`src/rtl/io_handshake_pkg.sv`:
```
// io_handshake_pkg: shared encodings for the operator I/O handshake.
//   io_state_e    : FSM state as shown on the debug display
//   req_class_e   : which operator key serves the current request
//   classify()    : maps control-core feedback to a request class
package io_handshake_pkg;
  typedef enum logic [1:0] {IDLE = 2'd0, WAIT = 2'd1, ACK = 2'd2} io_state_e;
  typedef enum logic [1:0] {NONE = 2'd0, CONFIRM = 2'd1, CONTINUE = 2'd2} req_class_e;
  localparam int DEFAULT_DEBOUNCE_CYCLES = 50000;
  // PAUSE raises both flags and is served by the continue key; a lone flag is INPUT/OUTPUT.
  function automatic req_class_e classify(input logic is_in, input logic is_out);
    return (is_in & is_out) ? CONTINUE : (is_in | is_out) ? CONFIRM : NONE;
  endfunction
endpackage

```
`src/rtl/key_debouncer.sv`:
```
// key_debouncer: synchronise, debounce and edge-detect one raw board key.
//   clock        : system clock
//   reset        : asynchronous active-low reset
//   raw_key_i    : asynchronous key from the board
//   press_edge_o : one-cycle strobe when the debounced level becomes pressed
module key_debouncer
  import io_handshake_pkg::*;
#(
  parameter int DEBOUNCE_CYCLES = DEFAULT_DEBOUNCE_CYCLES,
  parameter bit KEY_ACTIVE_LOW  = 1'b1
) (
  input  logic clock,
  input  logic reset,
  input  logic raw_key_i,
  output logic press_edge_o
);
  localparam int CW = $clog2(DEBOUNCE_CYCLES + 1);
  localparam logic [CW:0] LIMIT = (CW + 1)'(DEBOUNCE_CYCLES);
  logic pressed, differ, done, edge_d, edge_q, level_q, level_d;
  logic [1:0] sync_q;
  logic [CW-1:0] cnt_q, cnt_d;
  logic [CW:0] cnt_inc;
  assign pressed = KEY_ACTIVE_LOW ? ~raw_key_i : raw_key_i;
  assign differ = sync_q[1] != level_q;
  assign cnt_inc = {1'b0, cnt_q} + (CW + 1)'(1);
  assign done = differ && cnt_inc == LIMIT;
  assign cnt_d = (differ && !done) ? cnt_inc[CW-1:0] : '0;
  assign level_d = level_q ^ done;
  // Only a released-to-pressed toggle strobes; releases just re-arm the key.
  assign edge_d = done & ~level_q;
  assign press_edge_o = edge_q;
  // Level starts as pressed so a key held through reset must be released before it counts.
  always_ff @(posedge clock or negedge reset)
    if (!reset) begin
      sync_q  <= '0;
      cnt_q   <= '0;
      level_q <= 1'b1;
      edge_q  <= 1'b0;
    end else begin
      sync_q  <= {sync_q[0], pressed};
      cnt_q   <= cnt_d;
      level_q <= level_d;
      edge_q  <= edge_d;
    end
endmodule

```
`src/rtl/io_handshake_unit.sv`:
```
// io_handshake_unit: turns operator key presses into one-cycle I/O enables.
//   clock, reset                    : clock and asynchronous active-low reset
//   raw_confirm_key/raw_continue_key: raw board keys
//   is_input/is_output              : request feedback from the control core
//   confirmation/continue_button    : one-cycle enables for INPUT/OUTPUT and PAUSE
//   waiting                         : request pending (operator LED)
//   io_state                        : FSM state for debug display
module io_handshake_unit
  import io_handshake_pkg::*;
#(
  parameter int DEBOUNCE_CYCLES = DEFAULT_DEBOUNCE_CYCLES,
  parameter bit KEY_ACTIVE_LOW  = 1'b1
) (
  input  logic       clock,
  input  logic       reset,
  input  logic       raw_confirm_key,
  input  logic       raw_continue_key,
  input  logic       is_input,
  input  logic       is_output,
  output logic       confirmation,
  output logic       continue_button,
  output logic       waiting,
  output logic [1:0] io_state
);
  logic confirm_edge, continue_edge, hit;
  logic confirmation_q, continue_q, waiting_q;
  req_class_e req;
  io_state_e state_q, state_d;
  key_debouncer #(.DEBOUNCE_CYCLES(DEBOUNCE_CYCLES), .KEY_ACTIVE_LOW(KEY_ACTIVE_LOW)) u_confirm (
    .clock(clock), .reset(reset), .raw_key_i(raw_confirm_key), .press_edge_o(confirm_edge)
  );
  key_debouncer #(.DEBOUNCE_CYCLES(DEBOUNCE_CYCLES), .KEY_ACTIVE_LOW(KEY_ACTIVE_LOW)) u_continue (
    .clock(clock), .reset(reset), .raw_key_i(raw_continue_key), .press_edge_o(continue_edge)
  );
  assign req = classify(is_input, is_output);
  assign hit = (req == CONFIRM && confirm_edge) || (req == CONTINUE && continue_edge);
  always_comb begin
    state_d = IDLE;
    case (state_q)
      IDLE:    state_d = req != NONE ? WAIT : IDLE;
      WAIT:    state_d = req == NONE ? IDLE : hit ? ACK : WAIT;
      ACK:     state_d = req != NONE ? WAIT : IDLE;
      default: state_d = IDLE;
    endcase
  end
  // ACK is only entered from WAIT on a matching press, so the class seen on that edge picks the pulse.
  always_ff @(posedge clock or negedge reset)
    if (!reset) begin
      state_q        <= IDLE;
      waiting_q      <= 1'b0;
      confirmation_q <= 1'b0;
      continue_q     <= 1'b0;
    end else begin
      state_q        <= state_d;
      waiting_q      <= state_d == WAIT;
      confirmation_q <= state_d == ACK && req == CONFIRM;
      continue_q     <= state_d == ACK && req == CONTINUE;
    end
  assign confirmation = confirmation_q;
  assign continue_button = continue_q;
  assign waiting = waiting_q;
  assign io_state = state_q;
endmodule

```
`config.mk`:
```
export PLATFORM = sky130hd
export DESIGN_NAME = io_handshake_unit
export DESIGN_NICKNAME = d
export VERILOG_FILES = /design/src/rtl/io_handshake_pkg.sv /design/src/rtl/key_debouncer.sv /design/src/rtl/io_handshake_unit.sv
export SDC_FILE = /design/constraint.sdc
export NUM_CORES = 1
export LEC_CHECK = 0
export ABC_AREA = 1
export CAP_MARGIN = 20
export CORE_MARGIN = 2
export CORE_UTILIZATION = 60
export DETAILED_ROUTE_END_ITERATION = 10
export GPL_ROUTABILITY_DRIVEN = 0
export PLACE_DENSITY = 0.79
export SYNTH_ARGS = -nofsm -noshare
export SYNTH_HDL_FRONTEND = slang
export SYNTH_HIERARCHICAL = 1
export SYNTH_SLANG_ARGS = --single-unit
export TNS_END_PERCENT = 30
```
`constraint.sdc`:
```
create_clock -name clock -period 1.9 [get_ports clock]
set_input_delay 0.285 -clock clock [delete_from_list [all_inputs] [get_ports clock]]
set_output_delay 0.285 -clock clock [all_outputs]
set_load 0.005 [all_outputs]
```
==> out/metrics.csv <==
stage,metric,value,unit
min_path,worst min-delay path category,in2async,
logic_synthesis,ys async rst share,1.000,
cells_and_area,fraction of layout cells with a size suffix above 1,0.1872,
placed_design,minimum setup slack after placement,0.01458,ns
logic_synthesis,most frequently used cell type in the post-synthesis netlist,sky130_fd_sc_hd__nand2_1,
global_routing,initial antenna violation count,0,
outcome,failing checks,negative setup slack,
logic_synthesis,leading cell types by total area after synthesis,"sky130_fd_sc_hd__dfrtp_1 (42%), sky130_fd_sc_hd__nand2_1 (14%), sky130_fd_sc_hd__nor2_1 (9.3%)",
cells_and_area,signed area change from the synthesized netlist to the final layout,21.08,%
sta,"Period Utilization, post-route",1.025,
cells_and_area,core occupancy in the finished layout,0.7616,
setup_path,data required time at the worst endpoint,2.09,ns
sta,worst-case clock skew,0.003786,ns
setup_path,critical path class,reg2reg,
sta,Final Hold Vio Count,0,
outcome,status,"finished, violations left",
clock_network,buffer type at the clock tree root,sky130_fd_sc_hd__clkbuf_8,
clock_network,number of buffers created by CTS,5,
clock_network,clock slew at reported path FFs,0.08,ns
sta,final sum of negative setup slack,-0.2210,ns
floorplanning,initial core utilization,0.6290,
power,power after layout,1.863,mW
logic_synthesis,sequential fraction of the synthesis area,0.4422,
floorplanning,full die area,4792,µm²
placed_design,total half-perimeter wirelength after legalization and detailed placement,3708,µm
setup_path,worst flop-to-flop path endpoint,u_continue/cnt_q[11]$_DFF_PN0_,
sta,slack of the critical path,-0.04766,ns
logic_synthesis,ranking of synthesized cells by instance count,"sky130_fd_sc_hd__nand2_1 (96), sky130_fd_sc_hd__nor2_1 (63), sky130_fd_sc_hd__inv_1 (56)",
power,Peak supply drop,0.5333,mV
clock_network,number of H-tree levels,2,
logic_synthesis,gate count after technology mapping,352,
setup_path,startpoint of the worst-slack reg-to-reg timing path,u_continue/cnt_q[0]$_DFF_PN0_,
logic_synthesis,"Avg Cell Area, Syn",7.251,µm²
floorplanning,floorplan die height,69.23,µm
floorplanning,area of the placeable core,4058,µm²
global_routing,largest net degree at the start of global routing,24,
setup_path,Arrival @ worst endpoint,2.14,ns
placed_design,total cell area at the placement stage,2733,µm²
floorplanning,number of placement rows,23,
power,standby leakage power,1.385,nW
setup_path,nature of the critical path endpoint,flip-flop,
logic_synthesis,count of different cell masters after synthesis,19,
logic_synthesis,post-synth top area share,0.4216,
setup_path,worst reg2reg path depth,10,
clock_network,CTS tree,done,
route,DRT iter0 DRCs,176,
setup_path,Max Fanout on Critical Path,8,
logic_synthesis,most common flop cell mapped by yosys,sky130_fd_sc_hd__dfrtp_1,
run,number of maximum-capacitance violations,0,
logic_synthesis,number of synthesized flops with an enable pin,0,
setup_path,termination of the worst setup path,u_continue/cnt_q[11]$_DFF_PN0_,
route,wire per inst,13.79,µm
route,number of routed nets with antenna violations,0,
sta,Max Transition Viols Final,0,
sta,max_slew headroom,0.5366,
floorplanning,Die W,69.23,µm
route,routed vias,2354,
cells_and_area,ANT cells,0,
clock_network,deepest clock path buffer count,2,
route,post-detailed-route via-to-cell ratio,5.350,
route,Detailed Routing Iterations Pass 1,5,
power,total power per unit cell area,602.8,nW/µm²
logic_synthesis,number of register bits inferred by synthesis,45,
setup_path,worst reg2reg setup slack,-0.05,ns
route,Total Wirelength,6069,µm
setup_path,Critical Path Start,u_continue/cnt_q[0]$_DFF_PN0_,
placed_design,count of placed standard cells including taps,417,
placed_design,number of buffer cells added on primary ports,10,
global_routing,wire length of the first global-routing pass,9204,µm
floorplanning,Top Ports,11,
sta,Setup-failing EPs final,8,
cells_and_area,number of fillers in the final layout,295,
cells_and_area,nets@finish,399,
sta,shortest clock period the worst path allows after layout,1.948,ns
sta,final worst hold slack,0.3353,ns
route,drt drc,0,
global_routing,number of global-route vias before repair,2126,
logic_synthesis,net count of the mapped netlist,362,
logic_synthesis,Yosys top cell by area,sky130_fd_sc_hd__dfrtp_1,
cells_and_area,non-filler instance count after layout,440,
global_routing,grt total ovfl,0,
clock_network,total number of clock tree sinks,45,
sta,highest clock rate,513.4,MHz
setup_path,startpoint type of the worst setup path,flip-flop,
sta,RSZ-0062 raised after global routing,yes,
clock_network,clock insertion delay at the later pin of the skew report,0.30,ns
sta,Slew @ Worst Pin,0.6927,ns
logic_synthesis,post-synthesis cell area,2552,µm²
logic_synthesis,count of warnings emitted by yosys,6,
global_routing,Total GRT Usage,0.2350,
cells_and_area,design area,3090,µm²
## metal layers
layer,global-route usage,part of all wire
met1,0.3050,0.43
met2,0.3953,0.50
met3,0.03924,0.047
met4,0.08932,0.026
met5,0,0
## kinds of logic (layout without fill, tap and decap cells)
| kind of cell | after synthesis | after routing | synth area share |
|---|---|---|---|
| simple gates | 233 | 235 | 0.4098 |
| buf+inv | 58 | 94 | 0.09412 |
| flops | 45 | 45 | 0.4422 |
| compound gates | 6 | 6 | 0.01372 |
| xor+xnor | 6 | 6 | 0.02059 |
| fa+ha+maj | 4 | 4 | 0.01961 |
## how the worst min path moves through the flow
stage,end,cells past startpoint,start
after floorplan,confirmation$_DFF_PN0_,0,reset
after global placement,u_continue/cnt_q[1]$_DFF_PN0_,1,reset
after detailed placement,u_continue/cnt_q[1]$_DFF_PN0_,1,reset
after CTS,u_continue/cnt_q[1]$_DFF_PN0_,2,reset
after global routing,u_continue/sync_q[1]$_DFF_PN0_,0,u_continue/sync_q[0]$_DFF_PN0_
final,u_continue/cnt_q[1]$_DFF_PN0_,2,reset
## area by class of cell
| cell class | instances | area [µm²] | area share |
|---|---|---|---|
| Clock buffer | 7 | 86.33 | 0.02794 |
| Multi-Input combinational cell | 251 | 1321 | 0.4275 |
| Tap cell | 50 | 62.56 | 0.02024 |
| Timing Repair Buffer | 30 | 247.7 | 0.08016 |
| Inverter | 56 | 210.2 | 0.06802 |
| Clock inverter | 1 | 30.03 | 0.009717 |
| Sequential cell | 45 | 1132 | 0.3664 |
## power by group
group	internal, mW	leakage, nW	switching (mW)
registers	0.974	0.595	0.0193
clock network	0.429	0.0585	0.315
logic	0.0552	0.731	0.0704
## layout by cell type (no fill, tap or decap)
cell                              count
sky130_fd_sc_hd__nand2_1             91
sky130_fd_sc_hd__inv_1               56
sky130_fd_sc_hd__nor2_1              55
sky130_fd_sc_hd__dfrtp_1             40
sky130_fd_sc_hd__nand3_1             36
sky130_fd_sc_hd__buf_4               19
sky130_fd_sc_hd__nand4_1             14
sky130_fd_sc_hd__nor2_2              14
sky130_fd_sc_hd__clkdlybuf4s50_1      9
sky130_fd_sc_hd__nand2_2              8
sky130_fd_sc_hd__nor2_4               8
sky130_fd_sc_hd__clkbuf_8             6
sky130_fd_sc_hd__nand2_4              4
sky130_fd_sc_hd__xnor2_1              4
sky130_fd_sc_hd__nand3_2              3
sky130_fd_sc_hd__dfrtp_2              3
sky130_fd_sc_hd__a21oi_1              2
sky130_fd_sc_hd__ha_1                 2
sky130_fd_sc_hd__o21bai_1             2
sky130_fd_sc_hd__o21ai_1              2
sky130_fd_sc_hd__xor2_1               2
sky130_fd_sc_hd__nand2_8              2
sky130_fd_sc_hd__ha_4                 2
sky130_fd_sc_hd__dfstp_2              2
sky130_fd_sc_hd__bufinv_16            1
sky130_fd_sc_hd__clkbuf_1             1
sky130_fd_sc_hd__dlygate4sd3_1        1
sky130_fd_sc_hd__buf_2                1
## sequential cells by signal, indices dropped and copies added, names as in the netlist, named ones only
name / count
u_continue/cnt_q: 16
u_confirm/press_edge_o: 1
u_confirm/cnt_q: 16
u_continue/sync_q: 2
continue_button: 1
u_continue/press_edge_o: 1
confirmation: 1
io_state: 2
u_confirm/sync_q: 2
waiting: 1
## worst max-delay path, stage by stage, from the launching register on
cell and delay, ns:
sky130_fd_sc_hd__dfrtp_1 0.42, sky130_fd_sc_hd__ha_4 0.20, sky130_fd_sc_hd__nand3_2 0.13, sky130_fd_sc_hd__o21bai_1 0.25
sky130_fd_sc_hd__nand3_1 0.13, sky130_fd_sc_hd__nor2_1 0.12, sky130_fd_sc_hd__nand3_1 0.08, sky130_fd_sc_hd__nor2_1 0.14
sky130_fd_sc_hd__nand2_2 0.14, sky130_fd_sc_hd__nand2_4 0.17, sky130_fd_sc_hd__nor2_1 0.07
## timing repair
| action | in CTS | in global routing |
|---|---|---|
| endpoints found under the hold margin | 6 | 0 |
| buffers inserted | 0 | 12 |
| endpoints found under the setup margin | 0 | 36 |
| gates resized for setup | 0 | 30 |
| hold buffers | 1 | 0 |
(Power assumes the default switching activity.)
